[config.mk]
export PLATFORM = sky130hd
export DESIGN_NAME = systolic_array_2x2
export DESIGN_NICKNAME = d
export VERILOG_FILES = /design/src/rtl/systolic_array_2x2.sv
export SDC_FILE = /design/constraint.sdc
export NUM_CORES = 1
export LEC_CHECK = 0
export BUFFER_PORTS_ARGS = -buffer_cell sky130_fd_sc_hd__clkbuf_2
export CAP_MARGIN = 15
export CELL_PAD_IN_SITES_DETAIL_PLACEMENT = 0
export CELL_PAD_IN_SITES_GLOBAL_PLACEMENT = 1
export CORE_ASPECT_RATIO = 1.2
export CORE_MARGIN = 4
export CORE_UTILIZATION = 40
export CTS_BUF_LIST = sky130_fd_sc_hd__clkbuf_16
export DETAILED_ROUTE_END_ITERATION = 7
export PLACE_DENSITY = 0.76
export SLEW_MARGIN = 20
export SYNTH_ARGS = -nofsm -noshare
export SYNTH_HDL_FRONTEND = slang
export SYNTH_SLANG_ARGS = --single-unit
[constraint.sdc]
create_clock -name clk -period 4.9 [get_ports clk]
set_input_delay 0.245 -clock clk [delete_from_list [all_inputs] [get_ports clk]]
set_output_delay 0.245 -clock clk [all_outputs]
set_load 0.05 [all_outputs]
[src/rtl/systolic_array_2x2.sv]
// 2x2 output-stationary systolic array computing C = A x B on 8-bit unsigned data.
// Row operands ripple right and column operands ripple down through registered PEs.

module systolic_pe (
    input  logic       clk,
    input  logic       reset,
    input  logic [7:0] a_in,
    input  logic [7:0] b_in,
    output logic [7:0] a_q,
    output logic [7:0] b_q,
    output logic [7:0] acc
);

    logic [7:0] prod;

    // Only the low byte of the product survives; the sum wraps modulo 256.
    assign prod = a_in * b_in;

    always_ff @(posedge clk) begin
        if (reset) begin
            a_q <= 8'd0;
            b_q <= 8'd0;
            acc <= 8'd0;
        end else begin
            a_q <= a_in;
            b_q <= b_in;
            acc <= acc + prod;
        end
    end

endmodule

module systolic_array_2x2 (
    input  logic       clk,
    input  logic       reset,
    input  logic [7:0] a1,
    input  logic [7:0] a2,
    input  logic [7:0] b1,
    input  logic [7:0] b2,
    output logic [7:0] c1,
    output logic [7:0] c2,
    output logic [7:0] c3,
    output logic [7:0] c4
);

    // Index order: 0 = PE11, 1 = PE12, 2 = PE21, 3 = PE22.
    logic [7:0] a_q [4];
    logic [7:0] b_q [4];
    logic [7:0] acc [4];

    systolic_pe pe11 (
        .clk   (clk),
        .reset (reset),
        .a_in  (a1),
        .b_in  (b1),
        .a_q   (a_q[0]),
        .b_q   (b_q[0]),
        .acc   (acc[0])
    );

    systolic_pe pe12 (
        .clk   (clk),
        .reset (reset),
        .a_in  (a_q[0]),
        .b_in  (b2),
        .a_q   (a_q[1]),
        .b_q   (b_q[1]),
        .acc   (acc[1])
    );

    systolic_pe pe21 (
        .clk   (clk),
        .reset (reset),
        .a_in  (a2),
        .b_in  (b_q[0]),
        .a_q   (a_q[2]),
        .b_q   (b_q[2]),
        .acc   (acc[2])
    );

    // PE22 sits on the bottom-right edge, so its forwarded operands go nowhere.
    systolic_pe pe22 (
        .clk   (clk),
        .reset (reset),
        .a_in  (a_q[2]),
        .b_in  (b_q[1]),
        .a_q   (a_q[3]),
        .b_q   (b_q[3]),
        .acc   (acc[3])
    );

    assign c1 = acc[0];
    assign c2 = acc[1];
    assign c3 = acc[2];
    assign c4 = acc[3];

endmodule

### After elaboration in Yosys (flattened, before gate mapping)

Cells that the tools add are included.

* input bits: 34
* output and inout bits: 32
* logic and storage cells: 16
* flip-flop bits (word level): 64

* $add $sub $neg: 4
* multiply operators: 4

Operators with widths (count)
* 8-bit adder: 4
* 8-bit by 8-bit multiplier with 8-bit output: 4

### Depth between registers and ports, before layout

* depth in word-level cells: 2
* gate-level depth with buffers: 16
* mapped depth without buffers: 15

### Hierarchy

A second synthesis with hierarchy kept.

* cell total of the unflattened synthesis: 704
* area total of the unflattened synthesis: 6806.5 sq um

Modules (own cells, without submodules)
* systolic_pe (pe12): area an instance 1715.4 sq um, times used 1, sequential area each 480.5 sq um, cells an instance 176
* systolic_pe (pe21): area an instance 1704.1 sq um, times used 1, sequential area each 480.5 sq um, cells an instance 176
* systolic_pe (pe11): area an instance 1695.4 sq um, times used 1, sequential area each 480.5 sq um, cells an instance 176
* systolic_pe (pe22): area an instance 1691.6 sq um, times used 1, sequential area each 480.5 sq um, cells an instance 176

### Worst setup path before layout

OpenSTA, ideal clock, no wires.

* kind: register to register
* start: register pe11.acc[4]
* end: register pe11.acc[7]
* clock period less this slack: 3.953 ns
* path buffers: 0
* setup time: 0.128 ns
* cell stages (with the launch flop): 15
* arrival: 3.826 ns
* data required time: 4.772 ns
* slack: 0.947 ns
* path through: dfxtp_1 > inv_1 > fa_1 > inv_1 > fa_1 > ha_1 > inv_1 > fa_1 > inv_1 > fa_1 > a21o_1 > a21oi_1 > xnor2_2 > xnor2_1 > nor2_1

* word-level cells in the longest chain between the ends: 1

RTL lines
* from (decl): line 11 `output logic [7:0] acc`
* from (signal assigned): line 27 `acc <= acc + prod;`
* 8-bit adder: line 27

Every way passes these cells.
A chain may end at the register's enable or synchronous reset.

### Worst setup path in the final report

* start: register pe11.b_q[0]
* end: register pe21.acc[7]

* word-level cells in the longest chain between the ends: 2

RTL lines
* from (decl): line 10 `output logic [7:0] b_q,`
* from (signal assigned): line 26 `b_q <= b_in;`
* 8-bit by 8-bit multiplier with 8-bit output: line 17 `assign prod = a_in * b_in;`
* 8-bit adder: line 27
* to (signal assigned): line 27
* to (decl): line 11

Every way passes these cells.

==> impl_results.md <==
- # port buffers: 65
- Routed wire per std cell: 13.21 um
- Hold Crit Class: input port to register
- Post-DR vias/cell: 4.451
- Worst R2R Path Depth: 13
- Commonest non-fill, non-tap cells in the layout: inv_1 (140), nand2_1 (94), fa_1 (72)
- Drt first pass iters: 4
- Comb power frac: 55.9%
- Largest net degree at the start of global routing: 65
- Top-level I/O count: 66
- Switching part of the total power: 43.57%
- Startpoint Class: register
- Worst R2R End: pe21.acc[7]
- GPL Wtd Cong: 0.8261
- Clock power frac: 21.2%
- Max Slew Vio Count: 0
- Worst Setup EP: pe21.acc[7]
- Placement row count: 48
- GRT Resource Usage Total: 15.84%
- Clock slew at reported path FFs: 0.06 ns
- Diodes inserted: 0
- Synth Instances: 648
- Vias in the first global route: 4497
- Grt ovf: 0
- Cell Pwr Density: 439.5 mW/mm2
- Max frequency: 263.0 MHz
- Clock Path Buffers: 2
- Clk Latency, worst-skew pair: 0.34 ns
- Most common cell after layout, fill and taps aside: inv_1
- Drt drc: 0
- Iteration-0 DRC Markers: 81
- Status: completed
- CP arrival: 4.00 ns
- Antenna Nets Post-Route: 0
- P_sw: 0.001299 W
- Root Buffer: clkbuf_16
- Initial Utilization: 41.12%
- CP Cell Sequence: nand2_1 > fa_1 > inv_1 > fa_1 > inv_1 > fa_1 > fa_1 > inv_1 > ha_1 > a21oi_1 > xnor2_2 > xnor2_1 > nor2_1
- Layout cells sized above 1: 13.31%
- Mapped Nets: 822
- Final Setup Violations: 0
- Mean Syn Cell Area: 9.185 um2
- TritonCTS clock tree: done
- Worst Setup SP: pe11.b_q[0]
- Clk_skew: 0.007954 ns
- Most frequent cell on the critical path: fa_1
- Synth warnings: 0
- Nets: 890
- Tightest Pin Transition: 0.6781 ns
- First-pass GRT wire length: 21260 um
- Crit path kind: register to register
- Seq/Total Area, Yosys: 21.53%
- Initial antenna violation count: 0
- Library cells used by synthesis: 20
- Hold buffers post-CTS: 0
- Die W: 119.4 um
- Post-CTS resize count: 0
- P_leak: 3.482 nW
- Int Power: 0.001683 W
- Core area: 0.01447 mm2
- R2R setup slack: 1.10 ns
- Max-Cap Viols: 0
- Worst endpoint required time: 5.10 ns
- H-tree levels: 3
- Die Span Y: 141.6 um
- Period utilisation layout: 77.59%
- Sequential Power Share: 22.9%
- TritonCTS Buffers: 9
- Post-Route WL: 12170 um
- Synth Cell Area: 0.005952 mm2
- Yosys reg bits: 64
- Final Util: 46.88%
- Peak VDD IR: 0.0003255 V
- Sum Neg Setup Slack: 0 ns
- Max incr delay on CP: 0.53 ns
- Worst relative slew slack: 54.80%
- Via Count: 4099
- Area growth syn-to-layout: 14.00%
- Clk sinks: 64
- Critical-path maximum fanout: 8
- Min cycle time layout: 3.802 ns
- Endpoint type of the worst setup path: register
- Final Hold Vio Count: 0
- HPWL Detailed: 10170 um
- Die area: 0.01690 mm2
- Post-CTS setup buffers: 0
- RSZ-0062 raised after global routing: false
- R2r startpoint: pe11.b_q[0]
- Slowest CP cell: fa_1
kinds of logic after synthesis:
family	share of synthesized area [%]
adder cells (fa/ha/maj)	38.51
AO/OA/AOI/OAI	1.682
buffers and inverters	9.418
flip-flops	21.53
XOR/XNOR	11.48
AND/OR/NAND/NOR	17.39
final cells by class:
class                           count  area, um2
Clock inverter                      7      63.81
Tap cell                          200      250.2
Clock buffer                        9      225.2
Sequential cell                    64       1281
Inverter                          139      521.8
Fill cell                        1398       7689
Timing Repair Buffer               66      332.8
Multi-Input combinational cell    436       4110
power by group through the flow:
stage          logic [W]  clock network [W]  registers, W
4_1_cts          0.00171           0.000660      0.000686
3_5_place_dp     0.00169                  0      0.000697
2_1_floorplan    0.00109                  0      0.000943
3_3_place_gp     0.00164                  0      0.000695
5_1_grt          0.00192           0.000676      0.000697
6_report         0.00167           0.000631      0.000683
sequential cells by signal, indices dropped and copies added (netlist names):
signal    cells
pe12.b_q      8
pe12.acc      8
pe11.a_q      8
pe11.b_q      8
pe21.a_q      8
pe11.acc      8
pe22.acc      8
pe21.acc      8
worst max-delay path: cells and delay by family, from the launching register on:
| kind | cells | cell delay (ns) |
|---|---|---|
| AO/OA/AOI/OAI | 1 | 0.22 |
| XOR/XNOR | 2 | 0.28 |
| adder cells (fa/ha/maj) | 5 | 2.32 |
| buffers and inverters | 3 | 0.16 |
| flip-flops | 1 | 0.49 |
| AND/OR/NAND/NOR | 2 | 0.20 |
cell usage after synthesis, drive strengths merged:
| cell type | number | area, um2 |
|---|---|---|
| inv | 139 | 521.8 |
| nand2 | 100 | 390.4 |
| fa | 72 | 1441 |
| ha | 68 | 850.8 |
| dfxtp | 64 | 1281 |
| xnor2 | 58 | 553.0 |
| nor2b | 50 | 315.3 |
| and2 | 44 | 276.5 |
| nor2 | 14 | 52.55 |
| xor2 | 14 | 130.1 |
| a21o | 8 | 60.06 |
| a21oi | 8 | 40.04 |
| clkbuf | 7 | 26.28 |
| buf | 2 | 12.51 |
stage by stage:
stage	hold WS [ns]	area, um2	std cells	power [W]	worst slack, ns
final	0.1548	6785	921	0.002982	1.098
after global routing	0.1669	6785	921	0.003291	0.8706
after CTS	0.1467	6785	921	0.003051	1.071
after detailed placement	0.5054	6496	905	0.002388	1.023
after global placement	0.4988	6496	905	0.002336	1.119
after floorplan	0.3732	5952	648	0.002036	0.9468
metal layers:
layer	vias up	part of all wire [%]	track usage, %	wire length, um
li1	2030	-	-	-
met1	1998	43	18.10	5196
met2	54	52	28.94	6308
met3	17	3.6	3.668	432
met4	0	1.9	5.549	231
met5	-	0	0	0
worst min path at each step:
stage / cells past startpoint / from / end / slack, ns
after floorplan: 1 / a1[0] / pe11.a_q[0] / 0.37
after CTS: 2 / b2[6] / pe12.b_q[6] / 0.15
after global placement: 2 / b2[6] / pe12.b_q[6] / 0.50
after global routing: 2 / a1[7] / pe11.a_q[7] / 0.17
after detailed placement: 2 / a1[7] / pe11.a_q[7] / 0.51
final: 2 / b2[6] / pe12.b_q[6] / 0.15
Note: power is estimated with default switching activity, not from simulation.
